--- src/rtl/tiny_pkg.sv ---
// Shared front-end definitions: data widths, boot address, prefetch FSM
// state encoding and the {pc, instr} packet written into the instruction FIFO.
package tiny_pkg;

  localparam int          XLEN     = 32;
  localparam logic [31:0] RESET_PC = 32'h0000_0000;

  typedef enum logic [1:0] {
    BOOT  = 2'd0,
    FETCH = 2'd1,
    FLUSH = 2'd2,
    HALT  = 2'd3
  } if_state_e;

  typedef struct packed {
    logic [XLEN-1:0] pc;
    logic [XLEN-1:0] instr;
  } fetch_pkt_t;

endpackage

--- src/rtl/prefetch_credit.sv ---
// Saturating count of instruction FIFO slots not yet reserved by a fetch.
// A reserve and a release in the same cycle cancel; reload wins over both.
module prefetch_credit #(
  parameter int DEPTH = 16
) (
  input  logic clk,
  input  logic rst_n,
  input  logic i_reserve,
  input  logic i_release,
  input  logic i_reload,
  output logic o_avail
);

  localparam int             CW   = $clog2(DEPTH + 1);
  localparam logic [CW-1:0]  FULL = CW'(DEPTH);

  logic [CW-1:0] r_credits;

  // Credit counter: reload on flush, otherwise reserve/release with saturation.
  always_ff @(posedge clk or negedge rst_n) begin
    if (!rst_n) begin
      r_credits <= FULL;
    end else if (i_reload) begin
      r_credits <= FULL;
    end else if (i_reserve && !i_release) begin
      if (r_credits != '0) r_credits <= r_credits - 1'b1;
    end else if (i_release && !i_reserve) begin
      if (r_credits != FULL) r_credits <= r_credits + 1'b1;
    end
  end

  assign o_avail = (r_credits != '0);

endmodule

--- src/rtl/if_prefetch.sv ---
// Instruction prefetch stage: sequential word fetches with up to MAX_OUT
// requests in flight, registered pushes of {pc, instr} into the instruction
// FIFO, credit-based overflow protection, redirect with stale-response drop.
// Optional feature macro: IF_PREFETCH_ERR_EN (bus errors halt fetching and
// raise a sticky fetch_err_o).
//
// state | meaning
// BOOT  | one cycle after reset, loads the boot PC
// FETCH | issuing requests and pushing responses
// FLUSH | waiting for stale responses to drain, no new requests
// HALT  | stopped on a bus error until reset (error build only)
module if_prefetch #(
  parameter int              XLEN       = tiny_pkg::XLEN,
  parameter logic [XLEN-1:0] RESET_PC   = XLEN'(tiny_pkg::RESET_PC),
  parameter int              MAX_OUT    = 2,
  parameter int              FIFO_DEPTH = 16
) (
  input  logic              clk,
  input  logic              rst_n,
  input  logic              redirect_i,
  input  logic [XLEN-1:0]   redirect_pc_i,
  output logic              req_valid_o,
  input  logic              req_ready_i,
  output logic [XLEN-1:0]   req_addr_o,
  input  logic              rsp_valid_i,
  input  logic [XLEN-1:0]   rsp_data_i,
  input  logic              rsp_err_i,
  output logic              fifo_wr_en_o,
  output logic [2*XLEN-1:0] fifo_data_o,
  input  logic              fifo_rd_i,
  output logic              fifo_flush_o
`ifdef IF_PREFETCH_ERR_EN
  ,
  output logic              fetch_err_o
`endif
);

  import tiny_pkg::*;

  localparam int            OW        = 3;
  localparam logic [OW-1:0] MAX_OUT_W = OW'(MAX_OUT);

  if_state_e r_state;
  if_state_e w_state_nxt;

  logic [XLEN-1:0]   r_fetch_pc;
  logic [XLEN-1:0]   r_rsp_pc;
  logic [OW-1:0]     r_out;
  logic [OW-1:0]     r_discard;
  logic              r_fifo_wr;
  logic [2*XLEN-1:0] r_fifo_data;
  logic              r_flush;

  logic              w_req_valid;
  logic              w_accept;
  logic              w_redir;
  logic              w_live;
  logic              w_push;
  logic              w_credit_ok;
  logic [OW-1:0]     w_out_nxt;
  logic [OW-1:0]     w_pend_after;
  logic [OW-1:0]     w_discard_nxt;
  logic [XLEN-1:0]   w_redir_pc;
  logic              w_unused;

`ifdef IF_PREFETCH_ERR_EN
  logic r_err;
  logic w_err;
`endif

  assign w_redir_pc   = {redirect_pc_i[XLEN-1:2], 2'b00};
  assign w_unused     = ^{rsp_err_i, redirect_pc_i[1:0]};
  assign w_accept     = w_req_valid && req_ready_i;
  assign w_pend_after = r_out - {{(OW-1){1'b0}}, rsp_valid_i};
  assign w_out_nxt    = r_out + {{(OW-1){1'b0}}, w_accept} - {{(OW-1){1'b0}}, rsp_valid_i};

  // Stale-response bookkeeping: a redirect counts everything still in flight,
  // every later response drains one until the count is back to zero.
  always_comb begin
    w_discard_nxt = r_discard;
    if (w_redir) begin
      w_discard_nxt = w_out_nxt;
    end else if (rsp_valid_i && (r_discard != '0)) begin
      w_discard_nxt = r_discard - 1'b1;
    end
  end

  // FSM state register.
  always_ff @(posedge clk or negedge rst_n) begin
    if (!rst_n) r_state <= BOOT;
    else        r_state <= w_state_nxt;
  end

  // FSM next-state logic.
  always_comb begin
    w_state_nxt = r_state;
    case (r_state)
      BOOT:  w_state_nxt = FETCH;
      FETCH: begin
        if (w_redir && (w_pend_after != '0)) w_state_nxt = FLUSH;
`ifdef IF_PREFETCH_ERR_EN
        if (w_err) w_state_nxt = HALT;
`endif
      end
      FLUSH: begin
        if (!w_redir && (w_discard_nxt == '0)) w_state_nxt = FETCH;
      end
`ifdef IF_PREFETCH_ERR_EN
      HALT:    w_state_nxt = HALT;
`endif
      default: w_state_nxt = BOOT;
    endcase
  end

  // FSM outputs: request issue, redirect acceptance and response routing.
  // A response arriving together with a redirect is stale and never pushed.
  always_comb begin
    w_req_valid = (r_state == FETCH) && (r_out < MAX_OUT_W) && w_credit_ok;
    w_redir     = redirect_i && ((r_state == FETCH) || (r_state == FLUSH));
    w_live      = rsp_valid_i && (r_state == FETCH) && (r_discard == '0) && !w_redir;
`ifdef IF_PREFETCH_ERR_EN
    w_err       = w_live && rsp_err_i;
    w_push      = w_live && !rsp_err_i;
`else
    w_push      = w_live;
`endif
  end

  // PC, in-flight counters and registered FIFO-side outputs.
  always_ff @(posedge clk or negedge rst_n) begin
    if (!rst_n) begin
      r_fetch_pc  <= RESET_PC;
      r_rsp_pc    <= RESET_PC;
      r_out       <= '0;
      r_discard   <= '0;
      r_fifo_wr   <= 1'b0;
      r_fifo_data <= '0;
      r_flush     <= 1'b0;
    end else begin
      r_out     <= w_out_nxt;
      r_discard <= w_discard_nxt;
      r_flush   <= w_redir;
      r_fifo_wr <= w_push;
      if (w_push) r_fifo_data <= {r_rsp_pc, rsp_data_i};
      if (r_state == BOOT) begin
        r_fetch_pc <= RESET_PC;
        r_rsp_pc   <= RESET_PC;
      end else if (w_redir) begin
        r_fetch_pc <= w_redir_pc;
        r_rsp_pc   <= w_redir_pc;
      end else begin
        if (w_accept) r_fetch_pc <= r_fetch_pc + XLEN'(4);
        if (w_push)   r_rsp_pc   <= r_rsp_pc + XLEN'(4);
      end
    end
  end

`ifdef IF_PREFETCH_ERR_EN
  // Sticky bus-error flag.
  always_ff @(posedge clk or negedge rst_n) begin
    if (!rst_n)     r_err <= 1'b0;
    else if (w_err) r_err <= 1'b1;
  end

  assign fetch_err_o = r_err;
`endif

  prefetch_credit #(
    .DEPTH (FIFO_DEPTH)
  ) u_credit (
    .clk       (clk),
    .rst_n     (rst_n),
    .i_reserve (w_accept),
    .i_release (fifo_rd_i),
    .i_reload  (w_redir),
    .o_avail   (w_credit_ok)
  );

  assign req_valid_o  = w_req_valid;
  assign req_addr_o   = r_fetch_pc;
  assign fifo_wr_en_o = r_fifo_wr;
  assign fifo_data_o  = r_fifo_data;
  assign fifo_flush_o = r_flush;

endmodule

--- config.mk ---
export PLATFORM = sky130hd
export DESIGN_NAME = if_prefetch
export DESIGN_NICKNAME = d
export VERILOG_FILES = /design/src/rtl/tiny_pkg.sv /design/src/rtl/prefetch_credit.sv /design/src/rtl/if_prefetch.sv
export SDC_FILE = /design/constraint.sdc
export NUM_CORES = 1
export LEC_CHECK = 0
export ABC_AREA = 0
export CAP_MARGIN = 15
export CORE_MARGIN = 2
export CORE_UTILIZATION = 45
export DETAILED_ROUTE_END_ITERATION = 6
export PLACE_DENSITY = 0.77
export SKIP_CTS_REPAIR_TIMING = 1
export SYNTH_ARGS = -nofsm -noshare
export SYNTH_HDL_FRONTEND = slang
export SYNTH_SLANG_ARGS = --single-unit
--- constraint.sdc ---
create_clock -name clk -period 3.25 [get_ports clk]
set_input_delay 0.4875 -clock clk [delete_from_list [all_inputs] [get_ports clk]]
set_output_delay 0.4875 -clock clk [all_outputs]
set_load 0.05 [all_outputs]
==> Word level (Yosys, flattened, before mapping) <==
Index checks and enable logic that the tools add are counted.
{ "totals": {"reg_bits": 143, "inputBits": 71, "out_inout_bits": 99, "wordCells": 68} }
{ "classes": {"addsub": 8, "n_lt_le_gt_ge": 1, "n_eq_ne": 6, "n_mux": 16, "n_reduce_logical": 28} }
{ "ops": {"columns": ["op", "count"], "rows": [
  ["32-bit two-way mux", 6],
  ["32-bit by 3-bit adder with 32-bit output (second input constant)", 2],
  ["5-bit two-way mux", 5],
  ["3-bit nonzero test", 6],
  ["1-bit logical AND", 12],
  ["3-bit zero test", 2],
  ["3-bit two-way mux", 2],
  ["2-bit case mux with 3 select lines", 1],
  ["3-bit by 1-bit subtractor with 3-bit output", 2],
  ["5-bit by 1-bit adder with 5-bit output (second input constant)", 1],
  ["5-bit != test (second input constant)", 1],
  ["5-bit nonzero test", 1],
  ["5-bit by 1-bit subtractor with 5-bit output (second input constant)", 1],
  ["2-bit two-way mux", 2],
  ["2-bit != test (second input constant)", 2],
  ["3-bit by 1-bit adder with 3-bit output", 1],
  ["1-bit zero test", 3],
  ["3-bit by 2-bit less-than comparator with 1-bit output (second input constant)", 1],
  ["3-bit != test (second input constant)", 1],
  ["3-bit AND reduction", 1],
  ["3-bit by 1-bit subtractor with 3-bit output (second input constant)", 1],
  ["2-bit by 1-bit equality test with 1-bit output (second input constant)", 1],
  ["2-bit equality test (second input constant)", 1],
  ["2-bit zero test", 1],
  ["other kinds (2)", 2]
]} }

==> Longest topological paths before layout <==
Gate-level depths: netlist of the first run.
{ "depth": {"word_depth": 11, "mapped_depth": 14, "mapped_depth_nobuf": 13} }

==> By module <==
From an unflattened synthesis of the first run, not the netlist that was laid out.
{ "unflattened": {"cells_unflattened": 618, "area_unflattened_um2": 6872.8} }
{ "by_module_without_submodules": {"columns": ["module", "n_inst", "cells_per_inst", "area_each_um2", "seq_area_each_um2"], "rows": [
  ["if_prefetch", 1, 572, 6468.7, 3303.2],
  ["prefetch_credit", 1, 46, 404.1, 126.4]
]} }

==> Worst setup path after synthesis of the first run <==
OpenSTA, ideal clock, no wires.
{ "synth_timing": {"path_type": "register to register", "start": "register u_credit.r_credits[1]", "end": "register u_credit.r_credits[4]", "setup_time_ns": 0.077, "t_arrival_ns": 2.982, "t_required_ns": 3.173, "setup_slack_ns": 0.191, "path_stages_with_launch": 12, "n_path_buf": 1, "synth_period_minus_slack_ns": 3.059, "path_cell_list": "dfrtp_1 -> or4_1 -> o21ai_2 -> inv_2 -> buf_2 -> ha_1 -> ha_1 -> nor2b_1 -> o21a_1 -> or3_1 -> a31o_2 -> a21o_1"} }
{ "synth_between": {"elab_chain_len": 7, "elab_cells_between_ends": 18, "classes_between": "2 x add/sub; 2 x eq/ne; 5 x mux; 9 x reduce/logical"} }
{ "synth_rtl": {"columns": ["item", "line_no", "rtl"], "rows": [
  ["start: declaration", "prefetch_credit.sv:17", "logic [CW-1:0] r_credits;"],
  ["start signal: assignment", "prefetch_credit.sv:26", "if (r_credits != '0) r_credits <= r_credits - 1'b1;"],
  ["start signal: assignment", "prefetch_credit.sv:28", "if (r_credits != FULL) r_credits <= r_credits + 1'b1;"],
  ["parallel branches: the longest is 7 deep, another holds 5-bit by 1-bit adder with 5-bit output", null, null]
]} }
Several ways; the timed one is not identified. The select of a mux whose other input is x is not followed.
A chain may end at the register's enable or synchronous reset.

==> Worst setup path after layout of the first run <==
Same ends and word-level chain as after synthesis.

==> key figures, run 1 <==
Floorplan
  • Die area: roughly 16,000 sq um
  • Die Span X: 127 microns
  • Row count: 45
  • Core area: 15,000 sq um
  • IO Count: 170
  • Die Span Y: ~130 microns
  • Initial Utilization: ~45%

Yosys
  • Seq cells post-synth: 137
  • Yosys warning count: 0
  • Post-synth top cells: 211 x nand2_1, 136 x dfrtp_1, 54 x a21oi_1
  • Fraction of registers with async set/reset: 100%
  • Sequential area share after synthesis: approximately half
  • Top cells by area, synth: dfrtp_1 50%, nand2_1 12%, xnor2_1 4.1%
  • Top-area cell type share of the netlist area: around half
  • Mapped Cells: 746
  • Mean post-synth cell area: a little over 9 sq um
  • Post-Syn Area: 6840 sq um
  • EDFF count, synth: 0
  • Top FF cell, synth: dfrtp_1
  • Synth cell types: 62
  • Most frequent cell after synthesis: nand2_1
  • Largest area contributor in the netlist: dfrtp_1

CTS
  • CTS tree: yes
  • Num Clock Sinks: roughly 140
  • Clk Latency, worst-skew pair: around 0.42 ns
  • TritonCTS Buffers: 17
  • H-Tree Depth: 4
  • Max clock buf depth: 2
  • Clk slew on worst S/H paths: 0.06 ns
  • Root Driver: clkbuf_16

Drt
  • Routed via count: between 5,000 and 6,000
  • Initial DRC Count: 430
  • Routed Antenna Nets: 0
  • Drt drc: 0
  • Drt pass-1 iters: 6
  • Routed WL per cell: ~16 microns
  • Vias/cell: between 5 and 6
  • Total wire length: between 15,000 and 20,000 microns

Place
  • Placed Area: approximately 8700 sq um
  • DP HPWL: 12,900 microns
  • Place WS: about 0.26 ns
  • Gp weighted congestion: just under 0.9
  • Port Buffers: 162
  • Placed Cells: about 1,100

Layout
  • Final Cell Area: between 9000 and 10,000 sq um
  • Final #Nets: roughly 990
  • Share of cells above drive strength 1: approximately 7.3%
  • Layout area overhead: 35.9%
  • Util after Layout: 61.8%
  • # diodes: 0
  • Layout Cells excl Fill: 1,106

Global route
  • Largest net degree at the start of global routing: 76
  • Vias in the first global route: 5,864
  • Initial antenna violation count: 0
  • GRT Overall Usage: roughly a quarter
  • First-pass GRT wire length: around 30,000 microns
  • Grt total ovfl: 0

Worst setup path
  • Reg2reg setup slack: around 0.29 ns
  • Crit end category: flip-flop
  • Stages on worst setup path: 10
  • RR Endpoint: u_credit.r_credits[4]
  • Critical Path AT: around 3.3 ns
  • Crit path capture: u_credit.r_credits[4]
  • Most used cell, CP: ha_1
  • Largest delay share family, worst path: simple AND/OR/NAND/NOR gates
  • Worst R2R Path Depth: 10
  • Worst Path Required: 3.60 ns
  • Reg-to-Reg Start: u_credit.r_credits[1]
  • Worst Path Max Fanout: 7
  • Worst setup path category: flip-flop to flip-flop
  • Worst path max stage delay: ~0.6 ns
  • Worst-path cell chain: or4_1 -> o21ai_2 -> inv_2 -> ha_1 -> ha_1 -> nor2b_1 -> o21a_1 -> or3_1 -> a31o_2 -> a21o_1
  • CP Launch Type: flip-flop
  • CP startpoint: u_credit.r_credits[1]
  • Crit path max-delay cell type: or4_1
  • Worst path bufs/invs: 1

Power and ir drop
  • Final Total Pwr: between 10 and 15 mW
  • Leakage: about 4 nW
  • Pwr/cell area: ~1100 nW/um^2
  • Peak supply drop: between 0.7 and 0.8 mV

Timing
  • WHS: about 0.072 ns
  • Final period util: between 90% and 100%
  • Final setup violation count: 0
  • Worst Slack Setup Final: about 0.29 ns
  • Slew of the pin with the lowest slew margin: 0.723 ns
  • RSZ-0062 raised after global routing: no
  • Slew HR: a little over 50%
  • Final setup TNS: 0 ns
  • Fmax: roughly 340 MHz
  • Slew Viols, Final: 0
  • Min Clock Period, post-route: approximately 3 ns
  • Worst Skew: between 0.008 and 0.009 ns
  • Final Hold Viols: 0

Outcome
  • Status: finished clean

Min path
  • Hold Crit Class: input pin to async pin

Job
  • Max Cap Viol: 0
layer usage:
metal | GRT usage [%] | vias to the layer above | routed length (microns)
li1 | - | 2869 | -
met4 | 8.53 | 0 | 372
met2 | 35.1 | 279 | 8060
met3 | 5.32 | 30 | 1350
met1 | 33.3 | 2806 | 8380
met5 | 0 | - | 0
worst min-delay path by stage:
stage | start | endpoint | cells after the start
global route | rst_n | fifo_data_o[12] | 1
detailed placement | fifo_data_o[16] | fifo_data_o[16] | 2
floorplan | rst_n | fifo_data_o[0] | 0
finish | rst_n | fifo_data_o[10] | 1
CTS | rst_n | fifo_data_o[10] | 1
global placement | fifo_data_o[3] | fifo_data_o[3] | 2
power breakdown:
group	internal, mW	switching, mW	leakage [nW]
clock	1.36	0.711	0.307
sequential	2.44	0.633	1.76
combinational	1.79	3.41	1.99
registers in the layout (all words and copies together) (netlist names):
signal,flops
r_out,3
fifo_flush_o,1
req_addr_o,30
r_rsp_pc,30
r_state,2
r_discard,3
fifo_data_o,62
u_credit.r_credits,5
fifo_wr_en_o,1
logic make-up (layout without fill, tap and decap cells):
logic type	Yosys count	count (layout)	share of synthesized area, %
and+or+nand+nor	348	348	24.2
xor gates and xnor gates	49	49	6.28
DFF	137	137	50.2
AOI/OAI and AO/OA	130	130	11.8
other	1	4	0.0548
muxes	1	1	0.165
buffers and inverters	62	231	3.81
adders and majority gates	18	18	3.51
final cells by class:
type                            instances  area [sq um]
Clock buffer                           25           495
Clock inverter                          7           138
Tap cell                              188           235
Fill cell                            1234          5740
Inverter                               22          82.6
Sequential cell                       137          3430
Timing Repair Buffer                  177          1750
Multi-Input combinational cell        550          3160
cells in the final DEF (no fill, tap or decap), types with 7 or more instances in the layout:
cell type and n:
a21oi_1 54, nand3_1 23, nor3_1 10, nor4_1 9
and2_1 7, o21ai_0 17, a31oi_1 8, nor4_2 7
ha_1 16, clkbuf_16 17, nand4_1 17, xnor2_1 32
nor2_1 30, clkdlybuf4s50_1 161, xor2_1 17, dfrtp_1 136
inv_1 20, nand2_1 209, buf_4 14, o21bai_1 25
(Power assumes the default switching activity.)
==> run 2, diff against run 1 <==
--- a/config.mk
+++ b/config.mk
@@ -8,9 +8,9 @@
 export ABC_AREA = 0
 export CAP_MARGIN = 15
 export CORE_MARGIN = 2
-export CORE_UTILIZATION = 45
+export CORE_UTILIZATION = 50
 export DETAILED_ROUTE_END_ITERATION = 6
-export PLACE_DENSITY = 0.77
+export PLACE_DENSITY = 0.81
 export SKIP_CTS_REPAIR_TIMING = 1
 export SYNTH_ARGS = -nofsm -noshare
 export SYNTH_HDL_FRONTEND = slang
==> constraint.sdc (replaced) <==
create_clock -name clk -period 3.6 [get_ports clk]
set_input_delay 0.54 -clock clk [delete_from_list [all_inputs] [get_ports clk]]
set_output_delay 0.54 -clock clk [all_outputs]
set_load 0.05 [all_outputs]
==> key figures, run 2 (synthesis gave the netlist of run 1 again) <==
Outcome
  • Status: finished clean (unchanged)

Timing
  • Slew of the pin with the lowest slew margin: 0.725 ns (was 0.723 ns)
  • Worst Skew: 0.00839 ns (was 0.00817 ns)
  • Slew HR: 51.5% (was 51.6%)
  • WHS: 0.137 ns (was 0.0723 ns)
  • Final setup TNS: 0 ns (unchanged)
  • Final Hold Viols: 0 (unchanged)
  • Min Clock Period, post-route: 3.31 ns (was 2.96 ns)
  • Final setup violation count: 0 (unchanged)
  • Worst Slack Setup Final: 0.295 ns (was 0.289 ns)
  • Slew Viols, Final: 0 (unchanged)
  • Fmax: 303 MHz (was 338 MHz)
  • Final period util: 91.8% (was 91.1%)
  • RSZ-0062 raised after global routing: no (unchanged)

Drt
  • Drt pass-1 iters: 5 (was 6)
  • Routed via count: 5,978 (was 5,984)
  • Total wire length: 17,800 microns (was 18,200 microns)
  • Initial DRC Count: 506 (was 430)
  • Drt drc: 0 (unchanged)
  • Routed Antenna Nets: 0 (unchanged)
  • Routed WL per cell: 16.4 microns (about the same)
  • Vias/cell: 5.48 (was 5.41)

CTS
  • Root Driver: clkbuf_16 (unchanged)
  • TritonCTS Buffers: 17 (unchanged)
  • CTS tree: yes (unchanged)
  • Clk slew on worst S/H paths: 0.06 ns (about the same)
  • Num Clock Sinks: 137 (unchanged)
  • Max clock buf depth: 2 (unchanged)
  • H-Tree Depth: 4 (unchanged)
  • Clk Latency, worst-skew pair: 0.42 ns (about the same)

Power and ir drop
  • Leakage: 4.01 nW (was 4.06 nW)
  • Internal: 4.86 mW (was 5.60 mW)
  • Sequential share of power: 30.2% (was 29.7%)
  • Pwr/cell area: 999 nW/um^2 (was 1110 nW/um^2)
  • Peak supply drop: 0.686 mV (was 0.715 mV)
  • Net Switching: 4.32 mW (was 4.75 mW)
  • Sw Share: 47.1% (was 45.9%)
  • Comb power frac: 51.2% (was 50.3%)
  • Clock network power share: 18.6% (was 20.1%)

Worst setup path
  • Reg2reg setup slack: 0.29 ns (about the same)
  • Crit end category: flip-flop (unchanged)
  • Worst R2R Path Depth: 10 (unchanged)
  • Critical Path AT: 3.66 ns (was 3.31 ns)
  • Reg-to-Reg Start: u_credit.r_credits[1] (unchanged)
  • RR Endpoint: u_credit.r_credits[4] (unchanged)
  • CP Launch Type: flip-flop (unchanged)
  • Worst Path Max Fanout: 13 (was 7)
  • Worst setup path category: flip-flop to flip-flop (unchanged)
  • Worst Path Required: 3.95 ns (was 3.60 ns)

Layout
  • Layout area overhead: 34.5% (was 35.9%)
  • Util after Layout: 69.2% (was 61.8%)
  • Share of cells above drive strength 1: 7.11% (was 7.30%)
  • Final #Nets: 990 (was 994)
  • # diodes: 0 (unchanged)
  • Final Cell Area: 9200 sq um (was 9290 sq um)
  • Commonest non-fill, non-tap cell in the layout: nand2_1 (unchanged)
  • Max reg flops: 62 (unchanged)
  • Commonest non-fill, non-tap cells in the layout: 209 x nand2_1, 161 x clkdlybuf4s50_1, 136 x dfrtp_1, 54 x a21oi_1, 32 x xnor2_1 (unchanged)

Floorplan
  • Die Span X: 121 microns (was 127 microns)
  • IO Count: 170 (unchanged)
  • Die Span Y: 121 microns (was 127 microns)
  • Die area: 14,600 sq um (was 16,200 sq um)
  • Initial Utilization: 51.4% (was 45.5%)
  • Row count: 42 (was 45)
  • Core area: 13,300 sq um (was 15,000 sq um)

Min path
  • Hold Crit Class: input pin to async pin (unchanged)

Global route
  • Grt total ovfl: 0 (unchanged)
  • Vias in the first global route: 5,757 (was 5,864)
  • First-pass GRT wire length: 28,800 microns (was 30,100 microns)
  • Largest net degree at the start of global routing: 76 (unchanged)
  • Initial antenna violation count: 0 (unchanged)
  • GRT Overall Usage: 25.2% (was 23.3%)

Place
  • Gp weighted congestion: 0.863 (was 0.887)
  • Place WS: 0.293 ns (was 0.262 ns)
  • Placed Area: 8610 sq um (was 8660 sq um)
  • Port Buffers: 162 (unchanged)
  • DP HPWL: 12,400 microns (was 12,900 microns)

Job
  • Max Cap Viol: 0 (unchanged)
-- run 2: layer usage --
layer | part of all wire, % | wire length (microns) | track usage (%) | up-vias
met3 | 8.3 | 1490 | 4.98 | 18
met1 | 45 | 8000 | 35.2 | 2825
met2 | 46 | 8140 | 39.6 | 278
met4 | 1.2 | 216 | 8.14 | 0
li1 | - | - | - | 2857
met5 | 0 | 0 | 0 | -
-- run 2: critical path, cell delays in order, from the launching register on --
cell and delay [ns]:
dfrtp_1 0.41, or4_1 0.60, o21ai_2 0.49, inv_2 0.07, ha_1 0.29, ha_1 0.34, nor2b_1 0.14, o21a_1 0.17
or3_1 0.33, a31o_2 0.25, a21o_1 0.14
-- run 2: through the flow --
stage | power [mW] | instances
after floorplan | 5.85 | 749
after global placement | 7.36 | 1058
after detailed placement | 7.43 | 1058
after CTS | 9.21 | 1090
after global routing | 9.71 | 1090
final | 9.19 | 1090
-- run 2: area by class of cell --
| class | count | area [sq um] |
|---|---|---|
| clock buffers | 21 | 460 |
| clock inverters | 11 | 123 |
| fillers | 1047 | 4100 |
| inverters | 22 | 82.6 |
| multi-input cells | 550 | 3160 |
| flip-flops and latches | 137 | 3430 |
| well taps | 176 | 220 |
| repair buffers | 173 | 1720 |
-- run 2: power groups by stage --
stage | combinational [mW] | sequential [mW] | clock (mW)
3_5_place_dp | 4.66 | 2.77 | 0
2_1_floorplan | 1.64 | 4.20 | 0
4_1_cts | 4.70 | 2.76 | 1.75
5_1_grt | 5.04 | 2.85 | 1.82
3_3_place_gp | 4.60 | 2.76 | 0
6_report | 4.70 | 2.77 | 1.71
-- run 2: how the worst max path moves through the flow --
stage,startpoint,to,slack (ns),depth (start not counted)
detailed placement,u_credit.r_credits[1],u_credit.r_credits[4],0.29,10
CTS,u_credit.r_credits[1],u_credit.r_credits[4],0.28,10
floorplan,u_credit.r_credits[1],u_credit.r_credits[4],0.54,11
global route,u_credit.r_credits[1],u_credit.r_credits[4],0.12,10
global placement,u_credit.r_credits[1],u_credit.r_credits[4],0.35,10
finish,u_credit.r_credits[1],u_credit.r_credits[4],0.29,10
==> run 3, diff against run 2 <==
--- a/config.mk
+++ b/config.mk
@@ -7,6 +7,7 @@
 export LEC_CHECK = 0
 export ABC_AREA = 0
 export CAP_MARGIN = 15
+export CORE_ASPECT_RATIO = 1.5
 export CORE_MARGIN = 2
 export CORE_UTILIZATION = 50
 export DETAILED_ROUTE_END_ITERATION = 6
==> key figures, run 3 (synthesis gave the netlist of run 1 again) <==
Timing
  • Final setup TNS: 0 ns (unchanged)
  • Final setup violation count: 0 (unchanged)
  • Final Hold Viols: 0 (unchanged)
  • Slew HR: 52.0% (was 51.5%)
  • Final period util: 82.3% (was 91.8%)
  • RSZ-0062 raised after global routing: no (unchanged)
  • Worst Skew: 0.00864 ns (was 0.00839 ns)
  • Worst Slack Setup Final: 0.636 ns (was 0.295 ns)
  • Slew Viols, Final: 0 (unchanged)
  • Fmax: 337 MHz (was 303 MHz)
  • Min Clock Period, post-route: 2.96 ns (was 3.31 ns)
  • Slew of the pin with the lowest slew margin: 0.717 ns (was 0.725 ns)

Global route
  • Initial antenna violation count: 0 (unchanged)
  • First-pass GRT wire length: 28,500 microns (was 28,800 microns)
  • Largest net degree at the start of global routing: 120 (was 76)
  • GRT Overall Usage: 24.4% (was 25.2%)
  • Vias in the first global route: 5,856 (was 5,757)
  • Grt total ovfl: 0 (unchanged)

Worst setup path
  • Worst-path cell chain: or4_1 -> o21ai_2 -> inv_2 -> ha_1 -> ha_1 -> nor2b_1 -> o21a_1 -> or3_1 -> a31o_2 -> a21o_1 (unchanged)
  • Critical Path AT: 3.31 ns (was 3.66 ns)
  • Worst R2R Path Depth: 10 (unchanged)
  • Crit end category: flip-flop (unchanged)
  • Most used cell, CP: ha_1 (unchanged)
  • Reg2reg setup slack: 0.64 ns (was 0.29 ns)
  • Worst path max stage delay: 0.59 ns (was 0.60 ns)
  • Worst Path Required: 3.95 ns (about the same)
  • CP Launch Type: flip-flop (unchanged)
  • RR Endpoint: u_credit.r_credits[4] (unchanged)
  • Crit path max-delay cell type: or4_1 (unchanged)
  • Reg-to-Reg Start: u_credit.r_credits[1] (unchanged)
  • Worst setup path category: flip-flop to flip-flop (unchanged)
  • Worst Path Max Fanout: 7 (was 13)

Floorplan
  • Core area: 13,400 sq um (was 13,300 sq um)
  • Initial Utilization: 51.0% (was 51.4%)
  • IO Count: 170 (unchanged)
  • Die Span X: 99.5 microns (was 121 microns)
  • Die Span Y: 147 microns (was 121 microns)
  • Die area: 14,600 sq um (about the same)
  • Row count: 52 (was 42)

Layout
  • # diodes: 0 (unchanged)
  • Max reg flops: 62 (unchanged)
  • Final #Nets: 991 (was 990)
  • Layout area overhead: 34.6% (was 34.5%)
  • Fill cells: 1,095 (was 1,047)
  • Commonest non-fill, non-tap cells in the layout: 209 x nand2_1, 161 x clkdlybuf4s50_1, 136 x dfrtp_1, 54 x a21oi_1, 32 x xnor2_1 (unchanged)
  • Final Cell Area: 9210 sq um (was 9200 sq um)
  • Commonest non-fill, non-tap cell in the layout: nand2_1 (unchanged)
  • Share of cells above drive strength 1: 7.00% (was 7.11%)
  • Area occupied by multi-input gates: 3160 sq um (unchanged)
  • Reg area: 3430 sq um (unchanged)

Power and ir drop
  • Peak supply drop: 0.553 mV (was 0.686 mV)
  • Final Total Pwr: 9.18 mW (was 9.19 mW)
  • Leakage: 4.03 nW (was 4.01 nW)
  • Pwr/cell area: 997 nW/um^2 (was 999 nW/um^2)

CTS
  • Clk slew on worst S/H paths: 0.06 ns (about the same)
  • Root Driver: clkbuf_16 (unchanged)
  • H-Tree Depth: 4 (unchanged)
  • TritonCTS Buffers: 17 (unchanged)
  • Max clock buf depth: 2 (unchanged)
  • Clk Latency, worst-skew pair: 0.41 ns (was 0.42 ns)
  • CTS tree: yes (unchanged)
  • Num Clock Sinks: 137 (unchanged)

Place
  • Place WS: 0.575 ns (was 0.293 ns)
  • DP HPWL: 12,200 microns (was 12,400 microns)
  • Gp weighted congestion: 0.819 (was 0.863)
  • Port Buffers: 162 (unchanged)
  • Placed Area: 8580 sq um (was 8610 sq um)

Drt
  • Total wire length: 17,600 microns (was 17,800 microns)
  • Routed WL per cell: 16.4 microns (about the same)
  • Routed Antenna Nets: 0 (unchanged)
  • Initial DRC Count: 487 (was 506)
  • Drt drc: 0 (unchanged)
  • Vias/cell: 5.57 (was 5.48)
  • Routed via count: 5,996 (was 5,978)
  • Drt pass-1 iters: 6 (was 5)

Job
  • Max Cap Viol: 0 (unchanged)

Outcome
  • Status: finished clean (unchanged)

Min path
  • Hold Crit Class: input pin to async pin (unchanged)
==> run 3: changes by cell type in the layout (fill, tap and decap cells not counted), sizes merged <==
cell,change
clkinv,-4
buf,+1
clkinvlp,-1
clkbuf,+4
==> run 3: final cells by class <==
cell class	instances	share of cell area, %
tap	162	2.20
multi-input combinational	550	34.4
sequential	137	37.3
timing repair buffer	174	18.8
clock inverter	6	0.951
inverter	22	0.897
clock buffer	25	5.49
==> run 3: where the power goes <==
| group | total, mW | switching, mW | internal, mW |
|---|---|---|---|
| combinational | 4.68 | 3.07 | 1.61 |
| clock | 1.74 | 0.635 | 1.11 |
| sequential | 2.76 | 0.552 | 2.20 |
| total | 9.18 | 4.25 | 4.92 |
==> run 3: worst max path at each step <==
stage	endpoint	startpoint	slack (ns)
detailed placement	u_credit.r_credits[4]	req_ready_i	0.58
CTS	u_credit.r_credits[4]	u_credit.r_credits[1]	0.64
global placement	u_credit.r_credits[4]	req_ready_i	0.60
floorplan	u_credit.r_credits[4]	u_credit.r_credits[1]	0.54
global route	u_credit.r_credits[4]	u_credit.r_credits[1]	0.52
finish	u_credit.r_credits[4]	u_credit.r_credits[1]	0.64
==> run 3: stage by stage <==
| step | instances | hold slack [ns] | util, % |
|---|---|---|---|
| 4_1_cts | 1075 | 0.349 | 68.5 |
| 3_3_place_gp | 1044 | 0.456 | 64.0 |
| 6_report | 1076 | 0.0692 | 68.7 |
| 3_5_place_dp | 1044 | 0.461 | 64.0 |
| 5_1_grt | 1076 | 0.0967 | 68.7 |
| 2_1_floorplan | 749 | 0.244 | - |
==> run 3: critical path: cells and delay by family (launching register included) <==
kind,cells,cell delay [ns]
simple gates,3,1.06
compound gates,4,0.75
fa+ha+maj,2,0.63
flops,1,0.42
buf+inv,1,0.05
==> run 3: layer usage <==
metal | GRT usage, % | routed length, microns
met5 | 0 | 0
met3 | 4.66 | 800
met1 | 30.1 | 7250
met4 | 9.38 | 560
met2 | 42.0 | 9000
